$ cat src/rtl/vc_buffer_array.sv
// vc_buffer_array: input-port buffer with one FIFO per virtual channel.
//
// Each VC owns a DEPTH-entry FIFO. Wormhole packet lock is tracked per VC
// from the flit type bits. A new head is refused while a packet is still open
// on that VC. Buffered flits leave through one shared output that is picked
// round-robin across the non-empty VCs.
//
// Ports:
//   clk       rising-edge clock
//   arst      synchronous active-high reset
//   vc_id_i   VC of the incoming flit
//   fdata_i   incoming flit; top two bits are the type (00 head, 11 tail, else body)
//   valid_i   incoming flit valid
//   ready_o   incoming flit accepted this cycle
//   vc_id_o   VC of the outgoing flit (0 when idle)
//   fdata_o   outgoing flit (0 when idle)
//   valid_o   outgoing flit valid
//   ready_i   downstream accepts the outgoing flit
//   ocup_o    per-VC occupancy, VC v at [v*OCC_W +: OCC_W]
//   locked_o  per-VC packet-in-progress flags
//   error_o   one-cycle pulse after a body/tail is accepted on an unlocked VC
module vc_buffer_array #(
    parameter int unsigned FLIT_W = 34,
    parameter int unsigned NUM_VC = 4,
    parameter int unsigned DEPTH  = 4,
    parameter int unsigned VC_W   = $clog2(NUM_VC),
    parameter int unsigned OCC_W  = $clog2(DEPTH) + 1
) (
    input  logic                    clk,
    input  logic                    arst,
    input  logic [VC_W-1:0]         vc_id_i,
    input  logic [FLIT_W-1:0]       fdata_i,
    input  logic                    valid_i,
    output logic                    ready_o,
    output logic [VC_W-1:0]         vc_id_o,
    output logic [FLIT_W-1:0]       fdata_o,
    output logic                    valid_o,
    input  logic                    ready_i,
    output logic [NUM_VC*OCC_W-1:0] ocup_o,
    output logic [NUM_VC-1:0]       locked_o,
    output logic                    error_o
);

    localparam int unsigned AW = $clog2(DEPTH);

    typedef logic [OCC_W-1:0] ptr_t;

    // Pointers carry one extra wrap bit so full and empty are distinguishable.
    ptr_t              wr_ptr_q [NUM_VC];
    ptr_t              wr_ptr_d [NUM_VC];
    ptr_t              rd_ptr_q [NUM_VC];
    ptr_t              rd_ptr_d [NUM_VC];
    logic [FLIT_W-1:0] mem_q    [NUM_VC][DEPTH];

    logic [NUM_VC-1:0] locked_q, locked_d;
    logic              error_q, error_d;
    logic [VC_W-1:0]   rr_ptr_q, rr_ptr_d;
    logic [VC_W-1:0]   gnt_q, gnt_d;
    logic              hold_q, hold_d;

    logic [NUM_VC-1:0] empty, full, in_sel;
    logic              is_head, is_tail;
    logic              sel_ok, sel_full, sel_locked;
    logic              wr_en, rd_en;

    logic [VC_W-1:0]   pick_hi, pick_lo, gnt_new, gnt;
    logic              found_hi;
    logic [FLIT_W-1:0] head_data;

    assign is_head = (fdata_i[FLIT_W-1 -: 2] == 2'b00);
    assign is_tail = (fdata_i[FLIT_W-1 -: 2] == 2'b11);

    // Per-VC status and occupancy.
    always_comb begin
        empty  = '0;
        full   = '0;
        in_sel = '0;
        ocup_o = '0;
        for (int v = 0; v < int'(NUM_VC); v++) begin
            empty[v]  = (wr_ptr_q[v] == rd_ptr_q[v]);
            full[v]   = (wr_ptr_q[v][AW-1:0] == rd_ptr_q[v][AW-1:0]) &&
                        (wr_ptr_q[v][AW] != rd_ptr_q[v][AW]);
            in_sel[v] = (vc_id_i == VC_W'(v));
            ocup_o[v*OCC_W +: OCC_W] = wr_ptr_q[v] - rd_ptr_q[v];
        end
    end

    // Status of the VC addressed by the incoming flit. sel_ok guards vc_id_i
    // values beyond NUM_VC when NUM_VC is not a power of two.
    always_comb begin
        sel_ok     = 1'b0;
        sel_full   = 1'b0;
        sel_locked = 1'b0;
        for (int v = 0; v < int'(NUM_VC); v++) begin
            if (in_sel[v]) begin
                sel_ok     = 1'b1;
                sel_full   = full[v];
                sel_locked = locked_q[v];
            end
        end
    end

    // Acceptance depends only on stored state and the incoming flit, never on
    // ready_i, so a full VC cannot be bypassed by a same-cycle read.
    assign ready_o = ~arst & sel_ok & ~sel_full & ~(is_head & sel_locked);
    assign wr_en   = valid_i & ready_o;

    // Round-robin: lowest non-empty VC at or above rr_ptr, else lowest overall.
    always_comb begin
        pick_hi  = '0;
        pick_lo  = '0;
        found_hi = 1'b0;
        for (int v = int'(NUM_VC) - 1; v >= 0; v--) begin
            if (!empty[v]) begin
                pick_lo = VC_W'(v);
                if (VC_W'(v) >= rr_ptr_q) begin
                    pick_hi  = VC_W'(v);
                    found_hi = 1'b1;
                end
            end
        end
        gnt_new = found_hi ? pick_hi : pick_lo;
    end

    // A stalled grant stays put so a newly filled VC cannot steal the output.
    assign gnt = hold_q ? gnt_q : gnt_new;

    always_comb begin
        head_data = '0;
        for (int v = 0; v < int'(NUM_VC); v++) begin
            if (gnt == VC_W'(v)) begin
                head_data = mem_q[v][rd_ptr_q[v][AW-1:0]];
            end
        end
    end

    assign valid_o = ~arst & ~(&empty);
    assign fdata_o = valid_o ? head_data : '0;
    assign vc_id_o = valid_o ? gnt : '0;
    assign rd_en   = valid_o & ready_i;

    assign locked_o = locked_q;
    assign error_o  = error_q;

    // Next-state logic.
    always_comb begin
        locked_d = locked_q;
        for (int v = 0; v < int'(NUM_VC); v++) begin
            wr_ptr_d[v] = wr_ptr_q[v] + ptr_t'(wr_en && in_sel[v]);
            rd_ptr_d[v] = rd_ptr_q[v] + ptr_t'(rd_en && (gnt == VC_W'(v)));
            if (wr_en && in_sel[v]) begin
                if (is_head) begin
                    locked_d[v] = 1'b1;
                end else if (is_tail) begin
                    locked_d[v] = 1'b0;
                end
            end
        end
        error_d = wr_en & ~is_head & ~sel_locked;

        rr_ptr_d = rr_ptr_q;
        if (rd_en) begin
            rr_ptr_d = (gnt == VC_W'(NUM_VC - 1)) ? '0 : gnt + VC_W'(1);
        end

        hold_d = valid_o & ~ready_i;
        gnt_d  = gnt;
    end

    always_ff @(posedge clk) begin
        if (arst) begin
            for (int v = 0; v < int'(NUM_VC); v++) begin
                wr_ptr_q[v] <= '0;
                rd_ptr_q[v] <= '0;
            end
            locked_q <= '0;
            error_q  <= 1'b0;
            rr_ptr_q <= '0;
            gnt_q    <= '0;
            hold_q   <= 1'b0;
        end else begin
            for (int v = 0; v < int'(NUM_VC); v++) begin
                wr_ptr_q[v] <= wr_ptr_d[v];
                rd_ptr_q[v] <= rd_ptr_d[v];
            end
            locked_q <= locked_d;
            error_q  <= error_d;
            rr_ptr_q <= rr_ptr_d;
            gnt_q    <= gnt_d;
            hold_q   <= hold_d;
        end
    end

    // Storage needs no reset: contents are only visible through valid pointers.
    always_ff @(posedge clk) begin
        for (int v = 0; v < int'(NUM_VC); v++) begin
            if (wr_en && in_sel[v]) begin
                mem_q[v][wr_ptr_q[v][AW-1:0]] <= fdata_i;
            end
        end
    end

endmodule

$ cat config.mk
export PLATFORM = sky130hd
export DESIGN_NAME = vc_buffer_array
export DESIGN_NICKNAME = d
export VERILOG_FILES = /design/src/rtl/vc_buffer_array.sv
export SDC_FILE = /design/constraint.sdc
export NUM_CORES = 1
export LEC_CHECK = 0
export CAP_MARGIN = 20
export CORE_MARGIN = 2
export CORE_UTILIZATION = 35
export DETAILED_ROUTE_END_ITERATION = 7
export GPL_TIMING_DRIVEN = 0
export PLACE_DENSITY = 0.51
export SLEW_MARGIN = 20
export SYNTH_ARGS = -nofsm -noshare
export SYNTH_HDL_FRONTEND = slang
export SYNTH_SLANG_ARGS = --single-unit
$ cat constraint.sdc
create_clock -name clk -period 4.6 [get_ports clk]
set_input_delay 0.92 -clock clk [delete_from_list [all_inputs] [get_ports clk]]
set_output_delay 0.92 -clock clk [all_outputs]
set_load 0.005 [all_outputs]
==> results of run 1 <==
[cells in the final DEF (no fill, tap or decap), types with 14 or more instances in the layout]
master,Yosys,layout
o21ai_1,0,37
nor2_1,60,49
mux4_2,137,137
buf_2,15,50
edfxtp_1,544,544
clkdlybuf4s50_1,0,60
inv_1,31,24
ha_1,29,18
buf_6,0,20
xnor2_1,16,14
a22oi_2,0,30
buf_12,0,18
a21oi_1,35,29
o21ai_2,0,33
nor2b_1,18,17
dfxtp_1,34,27
buf_4,0,52
clkbuf_16,0,69
clkbuf_1,40,33
[worst max-delay path by stage]
stage,cells after the start,endpoint
final,17,fdata_o[22]
after global routing,17,fdata_o[18]
after floorplan,4,mem_q[1][102]$_DFFE_PP_
after detailed placement,19,fdata_o[19]
after global placement,8,mem_q[3][54]$_DFFE_PP_
after CTS,19,fdata_o[24]
[final cells by class]
class	instances	area (µm²)	share of cell area, %
repair buffers	195	1990	6.98
multi-input cells	477	6010	21.0
well taps	855	1070	3.74
clock buffers	82	1610	5.61
clock inverters	23	269	0.941
flip-flops and latches	578	17000	59.6
inverters	31	125	0.438
plain buffers	54	477	1.67
[critical path: cells and delay by family, from the launching register on]
kind                     cells  cell delay [ns]
flip-flops                   1             0.41
buffers and inverters        5             0.64
adder cells (fa/ha/maj)      2             0.42
AND/OR/NAND/NOR              5             0.86
AO/OA/AOI/OAI                5             0.76
[power by group through the flow]
| stage | clock (mW) | combinational [mW] | sequential (mW) |
|---|---|---|---|
| 6_report | 4.71 | 2.72 | 5.81 |
| 3_3_place_gp | 0 | 1.61 | 5.92 |
| 3_5_place_dp | 0 | 1.64 | 5.92 |
| 4_1_cts | 4.82 | 2.54 | 5.81 |
| 5_1_grt | 5.01 | 2.92 | 5.82 |
| 2_1_floorplan | 0 | 0.815 | 5.92 |
[per-stage QoR]
stage	TNS, ns	util, %	instance area (µm²)	hold slack, ns	total power, mW
2_1_floorplan	-47.43	-	22700	0.461	6.73
5_1_grt	-2.62	44.5	28600	0.512	13.8
3_5_place_dp	-101.45	39.6	25400	0.478	7.56
4_1_cts	-4.01	44.1	28400	0.486	13.2
6_report	-0.0897	44.5	28600	0.486	13.2
3_3_place_gp	-1404.83	38.5	24700	0.472	7.54
[state kept, by name (all words and copies together), names as in the netlist]
signal and flops:
error_o 1, gnt_q 2, hold_q 1, locked_o 4, mem_q 544, rd_ptr_q 12, rr_ptr_q 2, wr_ptr_q 12
[layer usage]
metal / share of wire (%) / track usage (%)
met5: 0.023 / 0
met2: 51 / 30.0
met4: 2.0 / 4.37
met1: 43 / 22.5
met3: 3.8 / 2.68
[cell families (layout without fill, tap and decap cells)]
family | count (synthesis) | after routing | share of synthesized area (%)
buffers and inverters | 93 | 385 | 1.62
and+or+nand+nor | 131 | 131 | 2.83
xor gates and xnor gates | 18 | 18 | 0.696
AOI/OAI and AO/OA | 153 | 153 | 3.97
muxes | 142 | 142 | 13.8
adders and majority gates | 33 | 33 | 1.95
DFF | 578 | 578 | 75.1
[timing repair]
action	CTS	global route
buffers inserted	42	14
endpoints found under the hold margin	0	0
endpoints found under the setup margin	54	35
resized for setup	400	58
pin swaps	66	58
cloned	2	0
==> flow_results.org, run 1 <==
** Floorplan
- Standard cell core area :: 64,200 µm²
- Overall die area :: 66,800 µm²
- During I/O placement, the number of pins put on the boundary was 95.
- For this configuration, the core starts out at a cell density of 35.3%.
- Height of the chip :: 258 µm
- Standard-cell rows :: 93
- Die W :: 258 µm

** Status
- The checks that failed: negative setup slack.
- The run finished, with violations left.

** CTS
- Clock tree from TritonCTS :: yes
- Number of buffers inserted for hold repair after clock tree synthesis :: 0
- Clock root buffer :: clkbuf_16
- Clock Pin Slew Worst Setup and Hold Paths :: 0.06 ns
- CTS H-tree depth :: 2
- Buffers from clock root to sink, at most :: 3
- Clock insertion delay at the later pin of the skew report :: 0.63 ns
- Sink count of the clock tree :: 578
- Number of CTS-inserted buffers :: 59

** Detailed routing
- The first routing iteration left 889 violations.
- Routed WL per cell :: 24.8 µm
- Dividing the detail-routed via count by the number of cells gives 5.10.
- Count of TritonRoute iterations in the first routing pass :: 5
- Number of nets still failing antenna checks after routing :: 0
- For this run, design rule violations remaining after detail routing come to 0.
- Number of vias after detailed routing :: 11,700
- Summed over all layers, the routed wires come to 56,900 µm.

** Finish
- Counting the fill cells in the layout gives 5,566.
- Relative to the synthesized area, the layout overhead comes to 26.1%.
- In the final layout, the share of cells above drive strength 1 is 36.3%.
- Layout Cells excl Fill :: 2,295
- Number of diodes added for antenna fixing :: 0
- After the last flow step, the layout net total stands at 1,469.

** Synth
- Most numerous cell types in the synthesized netlist :: 544 x edfxtp_1, 137 x mux4_2, 70 x o21ai_0
- Of all cell types, the one taking the most synthesized area is edfxtp_1.
- Sequential fraction of the synthesis area :: 75.1%
- Dividing the synthesized area by the synthesized cell count gives 19.7 µm².
- Synthesis produced a netlist whose cell count is 1,148.
- Count of distinct cell types in the synthesized netlist :: 44
- Most common cell in the netlist :: edfxtp_1
- Synth top area share :: 72.1%
- Number of warning messages in the yosys log :: 0
- Fraction of registers with async set or reset after synthesis :: 0%
- The most used flip-flop cell after synthesis is edfxtp_1.
- The number of nets handed over by synthesis was 1,221.
- Number of enable flip-flop cells after synthesis :: 544
- Summed instance area of the synthesized netlist :: 22,700 µm²
- Register bit count reported by yosys :: 578
- Synth area leaders :: edfxtp_1 72%, mux4_2 14%, dfxtp_1 3.0%

** Placed design
- At the placement stage, the worst setup path has a slack of -2.77 ns.
- After detailed placement, the design holds a cell count of 2,141.
- Placed wire-length estimate :: 37,200 µm
- At the end of routability-driven placement, the weighted congestion stood at 0.784.
- Input and output buffers added on the ports amount to 94.

** Worst setup path
- Category of the most critical setup path :: flop to output port
- Critical-path cell list :: inv_2 -> ha_4 -> nand2_4 -> nor4_4 -> o21ai_2 -> a2111oi_4 -> or2_4 -> ha_4 -> nor2b_4 -> buf_12 -> clkbuf_16 -> buf_12 -> a22oi_2 -> o21ai_2 -> o21ai_1 -> nor2_1 -> buf_2
- At the worst endpoint, the required time is 3.68 ns.
- At the worst endpoint, the arrival time is 3.71 ns.
- STA classifies the critical path endpoint as an output port.
- The slowest stage of the critical path belongs to the cell dfxtp_4.
- In this design, the stage delay of the slowest critical-path cell is 0.41 ns.
- The worst setup path is launched from a flop.
- The critical path starts at rd_ptr_q[2][1]$_SDFF_PP0_.
- Endpoint of the most critical register-to-register path :: rd_ptr_q[3][1]$_SDFF_PP0_
- The worst register-to-register path begins at wr_ptr_q[1][2]$_SDFF_PP0_.
- Path depth of the worst reg2reg path :: 13
- Crit-path max FO :: 8
- Internal reg-to-reg setup slack :: 1.20 ns

** Hold path
- Destination of the worst hold path :: locked_o[0]$_SDFFE_PP0P_
- Count of cells along the worst hold path :: 2
- Class of the most critical hold timing path :: flop to flop
- Start point of the worst min-delay path :: locked_o[0]$_SDFFE_PP0P_

** Power and ir drop
- Power spread over the standard cell area amounts to 463 nW/µm².
- Share of power burned in registers :: 43.9%
- Across the VDD grid, the largest voltage drop is 271 µV.
- Power spent charging and discharging nets :: 3.40 mW
- The analysis attributes to cell leakage a power of 9.29 nW.
- The share of total power dissipated in combinational logic is 20.5%.
- Proportion of power drawn by the clock network :: 35.6%
- Switching Fraction :: 25.7%
- Cell-internal power :: 9.84 mW

** GRT
- In the global route stage, overall resource usage came out at 17.2%.
- The first global-routing pass estimated 83,700 µm of wire.
- The via count of the first global-routing pass came to 12,400.
- The total overflow left after global routing is 0.
- The number of antenna violations at the first check in global routing was 1.
- Pin count of the biggest net entering global routing :: 35

** STA
- The clock arrives with 0.0125 ns of skew.
- In the finished design, the share of the clock period the worst path needs comes to 101%.
- Number of pins exceeding their max-slew limit in the final report :: 0
- For the pin with the worst max-slew slack, the measured transition is 1.00 ns.
- Final setup slack of the worst path :: -0.0315 ns
- Setup violations remaining at the end of the flow were counted as 6.
- Setup repair after global routing could not meet its margin everywhere.
- Final critical-path required period :: 4.63 ns
- Final-report hold violation count :: 0
- Worst relative slew slack :: 33.2%
- Static timing analysis puts the maximum clock frequency at 216 MHz.

** Run
- Max capacitance violation total :: 0
No activity file was read; power rests on OpenSTA's default activity.
==> run 2, diff against run 1 <==
--- a/config.mk
+++ b/config.mk
@@ -5,8 +5,8 @@
 export SDC_FILE = /design/constraint.sdc
 export NUM_CORES = 1
 export LEC_CHECK = 0
+export ABC_AREA = 0
 export CAP_MARGIN = 20
-export CORE_MARGIN = 2
 export CORE_UTILIZATION = 35
 export DETAILED_ROUTE_END_ITERATION = 7
 export GPL_TIMING_DRIVEN = 0
==> flow_results.org, run 2 (synthesis gave the netlist of run 1 again) <==
** Hold path
- The worst hold-check path type is flop to flop (unchanged).

** Detailed routing
- Routed WL per cell :: 24.2 µm (was 24.8 µm)
- Total DRC errors in the routed layout :: 0 (unchanged)
- The detailed-route wire length on metal 1 came to 23,900 µm (was 24,300 µm).
- The length of routed met2 wiring was 27,900 µm (was 29,200 µm).
- Vias per inst :: 5.12 (was 5.10)
- The number of design-rule violations left by the first detailed-router iteration is 1,000 (was 889).
- Count of TritonRoute iterations in the first routing pass :: 7 (was 5)
- Routed wire length :: 55,400 µm (was 56,900 µm)
- Number of vias after detailed routing :: 11,700 (about the same)
- Met3 wire len :: 2620 µm (was 2160 µm)
- Highest metal used :: met5 (unchanged)
- Number of nets still failing antenna checks after routing :: 0 (unchanged)

** CTS
- The clock tree root buffer cell is clkbuf_16 (unchanged).
- Number of CTS-inserted buffers :: 60 (was 59)
- The number of H-tree levels was 2 (unchanged).
- Clock Pin Slew Worst Setup and Hold Paths :: 0.06 ns (about the same)
- Sink count of the clock tree :: 578 (unchanged)
- Buffers from clock root to sink, at most :: 3 (unchanged)
- Clock insertion delay at the later pin of the skew report :: 0.62 ns (was 0.63 ns)
- The quantity of hold-fixing buffers added after cts was 0 (unchanged).
- Clock tree from TritonCTS :: yes (unchanged)

** STA
- The share of the cycle needed by the critical path after routing is 101% (about the same).
- Worst relative slew slack :: 34.2% (was 33.2%)
- Unrepaired setup endpoints after global routing: true (unchanged).
- Final-report hold violation count :: 0 (unchanged)
- Worst Skew :: 0.0118 ns (was 0.0125 ns)
- Number of pins exceeding their max-slew limit in the final report :: 0 (unchanged)
- The final worst slack is -0.0425 ns (was -0.0315 ns).
- The fmax was 215 MHz (was 216 MHz).
- The final count of negative-setup-slack endpoints was 7 (was 6).
- Slew at the pin closest to its max-slew limit :: 0.988 ns (was 1.00 ns)
- The shortest period the worst path allows was 4.64 ns (was 4.63 ns).
- The post-route worst hold slack is 0.480 ns (was 0.486 ns).

** Run
- Max capacitance violation total :: 0 (unchanged)

** Finish
- The final instance area was 28,300 µm² (was 28,600 µm²).
- Area of the multi-input gates :: 5900 µm² (was 6010 µm²)
- Share of the core filled with cells :: 44.6% (was 44.5%)
- Net count of the finished layout :: 1,464 (was 1,469)
- The area added between synthesis and finish was 25.0% (was 26.1%).
- Commonest non-fill, non-tap cells in the layout :: 544 x edfxtp_1, 137 x mux4_2, 66 x clkbuf_16, 60 x clkdlybuf4s50_1, 59 x buf_4 (was 544 x edfxtp_1, 137 x mux4_2, 69 x clkbuf_16, 60 x clkdlybuf4s50_1, 52 x buf_4)
- The number of non-filler instances in the completed layout is 2,287 (was 2,295).
- The most common cell after layout, fill and taps aside is edfxtp_1 (unchanged).
- FILL cells :: 5,575 (was 5,566)
- The layout cell share with drive strength beyond 1 is 34.8% (was 36.3%).
- The area of all sequential standard cells came to 17,000 µm² (unchanged).
- Number of diodes added for antenna fixing :: 0 (unchanged)
- The flip-flop count of the largest register after layout was 544 (unchanged).

** GRT
- The number of antenna violations at the first check in global routing was 1 (unchanged).
- The global-route wire length before repair was 82,400 µm (was 83,700 µm).
- The via count of the first global-routing pass is 12,400 (about the same).
- Global-route congestion overflow total :: 0 (unchanged)
- Pin count of the biggest net entering global routing :: 19 (was 35)
- The overall global routing resource usage is 17.1% (was 17.2%).

** Floorplan
- Standard-cell rows :: 92 (was 93)
- Initial core utilization :: 35.7% (was 35.3%)
- The boundary pin count came to 95 (unchanged).
- The core area came to 63,500 µm² (was 64,200 µm²).
- The x dimension of the die was 256 µm (was 258 µm).
- The area of the die was 65,800 µm² (was 66,800 µm²).
- The height of the chip was 256 µm (was 258 µm).

** Worst setup path
- The worst path arrival time came to 3.72 ns (was 3.71 ns).
- The kind of end point of the critical path is an output port (unchanged).
- The endpoint required time on the critical path is 3.68 ns (about the same).
- Crit-path max FO :: 8 (unchanged)
- The startpoint type of the worst setup path is a flop (unchanged).
- Category of the most critical setup path :: flop to output port (unchanged)

** Power and ir drop
- The power density relative to cell area is 457 nW/µm² (was 463 nW/µm²).
- Worst voltage drop across the vdd grid :: 282 µV (was 271 µV)
- The leakage power total came to 9.18 nW (was 9.29 nW).

** Placed design
- The number of input and output port buffers inserted is 94 (unchanged).
- Placer's final routability congestion estimate :: 0.760 (was 0.784)
- The post-detailed-placement cell area came to 25,300 µm² (was 25,400 µm²).
- The worst setup timing slack at the placement stage was -2.70 ns (was -2.77 ns).
- The total half-perimeter wirelength after legalization and detailed placement is 36,500 µm (was 37,200 µm).
- Instance count after placement with tap cells included :: 2,131 (was 2,141)

** Status
- Result of the run: complete, but fails checks (unchanged).
- Failing checks :: negative setup slack (unchanged)
==> run 2: changes by cell type in the layout (fill, tap and decap cells not counted), moves of 5 or more <==
cell / change
o21ai_2: -14
o21ai_1: +13
clkbuf_1: -11
a22oi_1: +10
a22oi_2: -10
buf_6: -8
clkinv_1: +8
buf_4: +7
buf_16: -6
clkinvlp_4: +5
==> run 2: per-layer routing <==
layer  vias up  global-route usage, %
met2       240                   28.8
met3        74                   2.99
met5         -                      0
li1       5163                      -
met1      6234                   22.7
met4         2                   4.43
==> run 2: report_power, final <==
part	switching [mW]	internal (mW)
Sequential	0.0249	5.79
Clock	2.00	2.72
Combinational	1.30	1.12
Total	3.32	9.63
==> run 2: final cells by class <==
class | count | area share [%]
Buffer | 53 | 1.55
Clock buffer | 70 | 5.43
Clock inverter | 42 | 1.33
Inverter | 31 | 0.464
Multi-Input combinational cell | 477 | 20.8
Sequential cell | 578 | 60.2
Tap cell | 846 | 3.74
Timing Repair Buffer | 190 | 6.48
==> run 2: worst max-delay path, stage by stage (launching register included) <==
cell and delay [ns]:
dfxtp_4 0.40, inv_4 0.06, ha_4 0.29, nand2_4 0.06
nor4_4 0.32, o21ai_4 0.11, o32ai_4 0.38, buf_6 0.16
ha_4 0.12, nor2b_4 0.14, clkbuf_16 0.18, clkbuf_16 0.15
buf_12 0.13, a22oi_2 0.06, o21ai_2 0.16, o21ai_1 0.08
nor2_1 0.14, buf_2 0.14
==> run 2: per-stage QoR <==
| stage | power, mW | TNS (ns) |
|---|---|---|
| global placement | 7.52 | -1360.21 |
| floorplan | 6.73 | -47.43 |
| finish | 13.0 | -0.131 |
| detailed placement | 7.54 | -98.57 |
| global route | 13.4 | -3.09 |
| CTS | 13.0 | -5.32 |
==> run 2: worst paths after layout <==
| check | endpoint | cells past startpoint | slack (ns) | from |
|---|---|---|---|---|
| worst max-delay path | fdata_o[25] | 17 | -0.04 | rd_ptr_q[2][1]$_SDFF_PP0_ |
| worst min-delay path | locked_o[1]$_SDFFE_PP0P_ | 2 | 0.48 | locked_o[1]$_SDFFE_PP0P_ |
| worst max register to register | rd_ptr_q[3][1]$_SDFF_PP0_ | 15 | 1.17 | rd_ptr_q[2][1]$_SDFF_PP0_ |
| worst min register to register | locked_o[1]$_SDFFE_PP0P_ | 2 | 0.48 | locked_o[1]$_SDFFE_PP0P_ |
==> run 2: timing repair <==
| item | in CTS | in global routing |
|---|---|---|
| endpoints found under the hold margin | 0 | 0 |
| endpoints found under the setup margin | 54 | 34 |
| gates cloned | 2 | 0 |
| gates resized for setup | 340 | 78 |
| pin swaps | 44 | 59 |
| buffers inserted | 35 | 16 |
